--- config.mk ---
export PLATFORM = sky130hd
export DESIGN_NAME = mult33_rr_sched
export DESIGN_NICKNAME = d
export VERILOG_FILES = /design/src/rtl/mult33_pkg.sv /design/src/rtl/comb_multi_33.sv /design/src/rtl/mult33_rr_arb.sv /design/src/rtl/mult33_rr_sched.sv
export SDC_FILE = /design/constraint.sdc
export NUM_CORES = 1
export LEC_CHECK = 0
export CAP_MARGIN = 40
export CELL_PAD_IN_SITES_DETAIL_PLACEMENT = 1
export CELL_PAD_IN_SITES_GLOBAL_PLACEMENT = 2
export CORE_ASPECT_RATIO = 0.75
export CORE_UTILIZATION = 36
export CTS_CLUSTER_DIAMETER = 60
export CTS_CLUSTER_SIZE = 20
export DETAILED_ROUTE_END_ITERATION = 6
export DONT_BUFFER_PORTS = 1
export PLACE_DENSITY_LB_ADDON = 0.12
export RECOVER_POWER = 25
export SKIP_LAST_GASP = 1
export SYNTH_ARGS = -nofsm -noshare
export SYNTH_HDL_FRONTEND = slang
export SYNTH_SLANG_ARGS = --single-unit
--- constraint.sdc ---
create_clock -name clk -period 11.7 [get_ports clk]
set_input_delay 2.34 -clock clk [delete_from_list [all_inputs] [get_ports clk]]
set_output_delay 2.34 -clock clk [all_outputs]
set_load 0.005 [all_outputs]
--- src/rtl/mult33_pkg.sv ---
// Shared constants, scheduler state type and the round-robin search helper
// for the mult33 scheduler slice.
package mult33_pkg;

    localparam int OP_W    = 3;
    localparam int PROD_W  = 6;
    localparam int MAX_REQ = 8;
    localparam int IDX_W   = 3;

    typedef enum logic {
        EMPTY,
        FULL
    } sched_state_t;

    // Returns {found, index}: first set bit of valid at or after ptr, wrapping mod num.
    function automatic logic [IDX_W:0] rr_pick(
        input logic [MAX_REQ-1:0] valid,
        input logic [IDX_W-1:0]   ptr,
        input int unsigned        num
    );
        logic             found;
        logic [IDX_W-1:0] idx;
        int unsigned      k;
        found = 1'b0;
        idx   = '0;
        for (int unsigned o = 0; o < num; o++) begin
            k = (32'(ptr) + o) % num;
            if (!found && valid[k[IDX_W-1:0]]) begin
                found = 1'b1;
                idx   = k[IDX_W-1:0];
            end
        end
        return {found, idx};
    endfunction

endpackage

--- src/rtl/comb_multi_33.sv ---
// Unsigned 3x3 combinational multiplier producing a 6-bit product.
module comb_multi_33 (
    input  logic [2:0] x,
    input  logic [2:0] y,
    output logic [5:0] p
);

    assign p = {3'b000, x} * {3'b000, y};

endmodule

--- src/rtl/mult33_rr_arb.sv ---
// Combinational round-robin picker: one-hot grant and index of the first
// valid requester at or after ptr.
module mult33_rr_arb
    import mult33_pkg::*;
#(
    parameter int NUM_REQ = 4,
    parameter int ID_W    = 2
) (
    input  logic [NUM_REQ-1:0] valid,
    input  logic [ID_W-1:0]    ptr,
    output logic [NUM_REQ-1:0] grant,
    output logic [ID_W-1:0]    idx,
    output logic               found
);

    logic [MAX_REQ-1:0] valid_ext;
    logic [IDX_W-1:0]   ptr_ext;
    logic [IDX_W:0]     pick;

    always_comb begin
        valid_ext              = '0;
        valid_ext[NUM_REQ-1:0] = valid;
        ptr_ext                = '0;
        ptr_ext[ID_W-1:0]      = ptr;
        pick                   = rr_pick(valid_ext, ptr_ext, NUM_REQ);
    end

    assign found = pick[IDX_W];
    assign idx   = pick[ID_W-1:0];

    always_comb begin
        grant = '0;
        for (int unsigned i = 0; i < NUM_REQ; i++) begin
            grant[i] = found && (pick[IDX_W-1:0] == i[IDX_W-1:0]);
        end
    end

endmodule

--- src/rtl/mult33_rr_sched.sv ---
// Round-robin scheduler sharing one comb_multi_33 among NUM_REQ requesters.
// Define MULT33_RR_SCHED_STATS_EN to add per-requester saturating grant counters.
module mult33_rr_sched
    import mult33_pkg::*;
#(
    parameter int  NUM_REQ = 4,
    localparam int ID_W    = $clog2(NUM_REQ)
) (
    input  logic                      clk,
    input  logic                      rst,
    input  logic [NUM_REQ-1:0]        req_valid,
    input  logic [NUM_REQ*OP_W-1:0]   req_x,
    input  logic [NUM_REQ*OP_W-1:0]   req_y,
    output logic [NUM_REQ-1:0]        req_ready,
    output logic                      out_valid,
    input  logic                      out_ready,
    output logic [PROD_W-1:0]         out_p,
    output logic [ID_W-1:0]           out_id
`ifdef MULT33_RR_SCHED_STATS_EN
    ,
    output logic [NUM_REQ*8-1:0]      grant_cnt
`endif
);

    sched_state_t        state, state_nxt;
    logic [ID_W-1:0]     rr_ptr;
    logic [NUM_REQ-1:0]  grant;
    logic [ID_W-1:0]     win_idx;
    logic                found;
    logic                can_load;
    logic                handshake;
    logic [OP_W-1:0]     win_x, win_y;
    logic [PROD_W-1:0]   prod;

    mult33_rr_arb #(
        .NUM_REQ (NUM_REQ),
        .ID_W    (ID_W)
    ) u_arb (
        .valid (req_valid),
        .ptr   (rr_ptr),
        .grant (grant),
        .idx   (win_idx),
        .found (found)
    );

    // The state register doubles as the result-valid flag.
    assign out_valid = (state == FULL);
    assign can_load  = (state == EMPTY) || out_ready;
    assign handshake = found && can_load && !rst;
    assign req_ready = grant & {NUM_REQ{can_load && !rst}};

    always_comb begin
        win_x = '0;
        win_y = '0;
        for (int unsigned i = 0; i < NUM_REQ; i++) begin
            if (grant[i]) begin
                win_x = req_x[OP_W*i +: OP_W];
                win_y = req_y[OP_W*i +: OP_W];
            end
        end
    end

    comb_multi_33 u_mult (
        .x (win_x),
        .y (win_y),
        .p (prod)
    );

    always_comb begin
        state_nxt = state;
        unique case (state)
            EMPTY:   if (handshake) state_nxt = FULL;
            FULL:    if (out_ready) state_nxt = handshake ? FULL : EMPTY;
            default: state_nxt = EMPTY;
        endcase
    end

    always_ff @(posedge clk) begin
        if (rst) begin
            state <= EMPTY;
        end else begin
            state <= state_nxt;
        end
    end

    always_ff @(posedge clk) begin
        if (rst) begin
            out_p  <= '0;
            out_id <= '0;
            rr_ptr <= '0;
        end else if (handshake) begin
            out_p  <= prod;
            out_id <= win_idx;
            rr_ptr <= (win_idx == ID_W'(NUM_REQ - 1)) ? '0 : win_idx + ID_W'(1);
        end
    end

`ifdef MULT33_RR_SCHED_STATS_EN
    logic [7:0] cnt [NUM_REQ];

    always_ff @(posedge clk) begin
        if (rst) begin
            for (int unsigned i = 0; i < NUM_REQ; i++) cnt[i] <= '0;
        end else begin
            for (int unsigned i = 0; i < NUM_REQ; i++) begin
                if (handshake && grant[i] && cnt[i] != '1) cnt[i] <= cnt[i] + 8'd1;
            end
        end
    end

    always_comb begin
        grant_cnt = '0;
        for (int unsigned i = 0; i < NUM_REQ; i++) grant_cnt[8*i +: 8] = cnt[i];
    end
`endif

endmodule

Yosys cells after proc, flatten, opt, wreduce, memory -nomap -nowiden --
Cells that the tools add are included.
Cells by class: reductions and logical operators 16, muxes and demuxes 28, bitwise operators 2, add/subtract/negate cells 4, eq/ne operators 4, multiply operators 1, order comparisons 4
Operator list (count):
- 3-bit 2-to-1 mux | 8
- 2-bit by 4-bit less-than comparator with 1-bit output (second input constant) | 4
- 1-bit logical AND | 10
- 1-bit 2-to-1 mux | 10
- 2-bit 2-to-1 mux | 5
- 1-bit binary-select mux with 2-bit select | 4
- 2-bit == test (second input constant) | 3
- 3-bit by 3-bit multiplier with 6-bit output | 1
- 2-bit by 1-bit adder with 2-bit output (second input constant) | 2
- 2-bit adder (second input constant) | 2
- 4-bit bitwise AND | 1
- 1-bit zero test | 4
- 3-bit zero test | 1
- 2-bit by 1-bit == test with 1-bit output (second input constant) | 1
- 1-bit case mux with 2 select lines | 1
- 1-bit logical OR | 1
- 1-bit inverter | 1
Word-level totals: output and inout port bits 13, input bits 31, bits in registers 11

Longest topological paths before layout --
word-level depth 19, gate-level depth with buffers 16

Cells and area by module --
From an unflattened synthesis, not the netlist that was laid out.
Unflattened totals: cell total of the unflattened synthesis 127, area, all modules 1092.3 sq um
By module, submodules not included:
- mult33_rr_sched | cells an instance 70, area an instance 684.4 sq um, instances 1
- mult33_rr_arb | cells an instance 33, area an instance 211.5 sq um, instances 1
- comb_multi_33 | cells an instance 24, area an instance 196.4 sq um, instances 1

Least setup slack after synthesis --
Ideal clock, no wire load.
path type input-to-output, start point input req_valid[2], end point output req_ready[2], data required time 9.360 ns, arrival time 3.461 ns, cell stages on the path 7, buffers on the path 1, path slack 5.899 ns, path through mux2i_1 nor2_1 nor3_2 inv_1 ha_1 buf_2 and2_1
Between the ends: word-level cells in the longest chain between the ends 15, elaborated cells between the ends (all ways) 25
Ends and longest elaborated chain:
- start: declaration | line mult33_rr_sched.sv:11 | input logic [NUM_REQ-1:0] req_valid,
- 1-bit binary-select mux with 2-bit select | line mult33_pkg.sv:28 | if (!found && valid[k[IDX_W-1:0]]) begin
- 1-bit 2-to-1 mux (implied by the code) | line mult33_pkg.sv:28
- 1-bit 2-to-1 mux | line mult33_pkg.sv:28
- 1-bit zero test | line mult33_pkg.sv:28
- 1-bit logical AND | line mult33_pkg.sv:28
- 1-bit 2-to-1 mux | line mult33_pkg.sv:28
- 1-bit zero test | line mult33_pkg.sv:28
- 1-bit logical AND | line mult33_pkg.sv:28
- 1-bit 2-to-1 mux | line mult33_pkg.sv:28
- 1-bit zero test | line mult33_pkg.sv:28
- 1-bit logical AND | line mult33_pkg.sv:28
- 2-bit 2-to-1 mux (*) | line mult33_pkg.sv:28
- named net u_arb.idx[0] | line mult33_rr_arb.sv:12 | output logic [ID_W-1:0] idx,
- 2-bit == test (*) | line mult33_rr_arb.sv:34 | grant[i] = found && (pick[IDX_W-1:0] == i[IDX_W-1:0]);
- 1-bit logical AND (*) | line mult33_rr_arb.sv:34
- 4-bit bitwise AND (*) | line mult33_rr_sched.sv:50 | assign req_ready = grant & {NUM_REQ{can_load && !rst}};
- end: declaration | line mult33_rr_sched.sv:14 | output logic [NUM_REQ-1:0] req_ready,
Mark *: on every way through the listed nets, which the timed path passes. The rest lies on a longest branch. The select of a mux whose other input is x is not followed.

Worst setup path after layout --
start point input req_valid[2], end point output req_ready[3]
Same word-level chain as after synthesis.

==> reports/results.ini <==
[outcome]
status = finished clean

[global_routing]
groute.layer.met3.usage_pct = 4.762
grt.total_usage_pct = 17.28
grtUsageMet2_pct = 32.90
grt_pass1_wl_um = 3981
gr-total-overflow = 0
busiest_layer = met2
use_met1_pct = 20.47
grt_pass1_vias = 898
antenna_found_initial = 0
grt_max_degree = 17

[pwr]
finalPower_mw = 0.1702
vdd_drop_max_uv = 41.00
p_per_area_nw_per_um2 = 157.4
p_leak_nw = 0.4382

[logic_synthesis]
yosys.cell_count.top_type = nor2_1
postSynthCellCount = 125
syn_area_per_cell_um2 = 8.108
synth_top_cells_by_count = 13 x nor2_1, 11 x dfxtp_1, 11 x inv_1
syn_nets = 167
synthArstFlopShare_pct = 0
ys_types = 37
synth_edf_count = 0
syn_area_um2 = 1013
yosysWarnings = 0
yosysTopAreaCell = dfxtp_1
ys_ff_latch = 11
seq_area_frac_synth_pct = 21.73
synthFlopType = dfxtp_1
synth_top_area_share_pct = 21.73
synth.area.top_cells = dfxtp_1 22%, ha_1 11%, nand3b_1 5.9%

[sta]
clock_skew_ns = 0.002962
tns_ns = 0
setup_viol = 0
fin_crit_sh_pct = 52.12
rsz0062_at_grt = no
fin_ws_ns = 5.601
max_slew.worst_pin.slew_ns = 0.5004
fin_crit_ns = 6.099
slew_headroom_pct = 66.46
fmax_ghz = 0.1640
slew_violations = 0
finalHoldViolations = 0

[die]
die_y_um = 47.95
coreArea_um2 = 2643
die_area_um2 = 3034
start_util_pct = 38.35
io_pins = 44
die_width_um = 63.27
rows = 16

[run]
maxCapViolations = 0

[worst_setup_path]
crit_type = input pin to primary output
start_kind = input pin
critical_path.endpoint_type = primary output
crit_fanout = 16
arrival_ns = 3.76
crit_required_ns = 9.36

[routing]
ant_nets = 0
totalWireLength_um = 2609
viasPerCell = 5.528
wire_per_inst_um = 16.20
drtIter0Drc = 25
vias = 890
drc = 0
firstDrtPassIters = 4

[cells_and_area]
multi_input_area_um2 = 721.9
design_area_um2 = 1081
diodes = 0
seqCellArea_um2 = 220.2
fin_cells = 161
drive_above_1_share_pct = 13.60
syn2layout_area_growth_pct = 6.667
nNetsFinal = 168
num-fill-cells = 340

[clock_network]
cts_setup_buffers = 0
cts_tree = yes
numClockSinks = 11
numCtsBuffers = 3
clkTransAtPathRegs_ns = 0.05
cts_hold_buffers = 0
clock_path_buffers = 2
htreeDepth = 1
clock_latency_ns = 0.24
cts_root_buffer = clkbuf_8
cts_resized = 0

[place]
placed_cells = 157
place_congestion = 0.7019
place_area_um2 = 1036
dp_hpwl_um = 2074
place.port_buffers = 0
place_worst_setup_slack_ns = 5.602

[hold_path]
min_path_type = flop to flop

path summary, 6_finish.rpt:
check | from | slack (ns) | depth (start not counted) | endpoint
hold reg to reg | out_p[2]$_SDFFE_PP0P_ | 0.49 | 2 | out_p[2]$_SDFFE_PP0P_
setup reg to reg | rr_ptr[1]$_SDFFE_PP0P_ | 7.64 | 14 | out_p[3]$_SDFFE_PP0P_
hold / removal | out_p[2]$_SDFFE_PP0P_ | 0.49 | 2 | out_p[2]$_SDFFE_PP0P_
setup / recovery | req_valid[2] | 5.60 | 5 | req_ready[3]
sequential cells by signal (all words and copies together), names as in the netlist:
name / flops
rr_ptr: 2
out_valid: 1
out_id: 2
out_p: 6
cell families after synthesis:
group | count (synthesis) | synth area share (%)
adder cells (fa/ha/maj) | 11 | 15.06
flip-flops | 11 | 21.73
AND/OR/NAND/NOR | 52 | 32.22
multiplexers | 1 | 0.9877
buffers and inverters | 16 | 7.036
AO/OA/AOI/OAI | 33 | 22.10
XOR/XNOR | 1 | 0.8644
layout make-up:
| class | count | area share (%) |
|---|---|---|
| Clock buffer | 4 | 4.167 |
| Inverter | 11 | 3.819 |
| Multi-Input combinational cell | 98 | 66.78 |
| Sequential cell | 11 | 20.37 |
| Tap cell | 36 | 4.167 |
| Timing Repair Buffer | 1 | 0.6944 |
per-layer routing:
layer / wire length [µm] / part of all wire (%)
met1: 1241 / 48
met2: 1232 / 47
met3: 131 / 5.0
met4: 4 / 0.15
met5: 0 / 0
placed cells by master, fill, tap and decap left out, drive strengths merged:
| cell type | Yosys | layout |
|---|---|---|
| o22ai | 1 | 1 |
| o21a | 1 | 1 |
| clkbuf | 1 | 4 |
| xor2 | 1 | 1 |
| ha | 9 | 9 |
| or4 | 1 | 1 |
| mux2i | 1 | 1 |
| and2b | 1 | 1 |
| nand2 | 5 | 5 |
| dfxtp | 11 | 11 |
| nand2b | 4 | 4 |
| a221oi | 5 | 5 |
| nand3b | 8 | 8 |
| nor3 | 3 | 3 |
| nor2 | 13 | 13 |
| a21o | 2 | 2 |
| fa | 2 | 2 |
| nor3b | 4 | 4 |
| and2 | 8 | 8 |
| inv | 11 | 11 |
| a221o | 1 | 1 |
| buf | 4 | 1 |
| or3 | 2 | 2 |
| a211oi | 5 | 5 |
| a21oi | 7 | 7 |
| nor2b | 1 | 1 |
| nor4 | 1 | 1 |
| o21ai | 11 | 11 |
| nand3 | 1 | 1 |
critical path, stage by stage:
cell     delay (ns)
mux2i_1        0.12
nor2_1         0.07
nor3_2         0.41
ha_1           0.55
and2_2         0.26
power breakdown:
part / switching, mW / total [mW] / internal, mW
clock network: 0.0139 / 0.0378 / 0.0239
registers: 0.00688 / 0.0525 / 0.0456
logic: 0.0463 / 0.0799 / 0.0336
through the flow:
stage / utilization, % / hold slack [ns]
2_1_floorplan: - / 0.4658
3_3_place_gp: 39.20 / 0.4892
3_5_place_dp: 39.20 / 0.4927
4_1_cts: 40.91 / 0.4979
5_1_grt: 40.91 / 0.5298
6_report: 40.91 / 0.4914
Power figures use the tool's default switching activity.
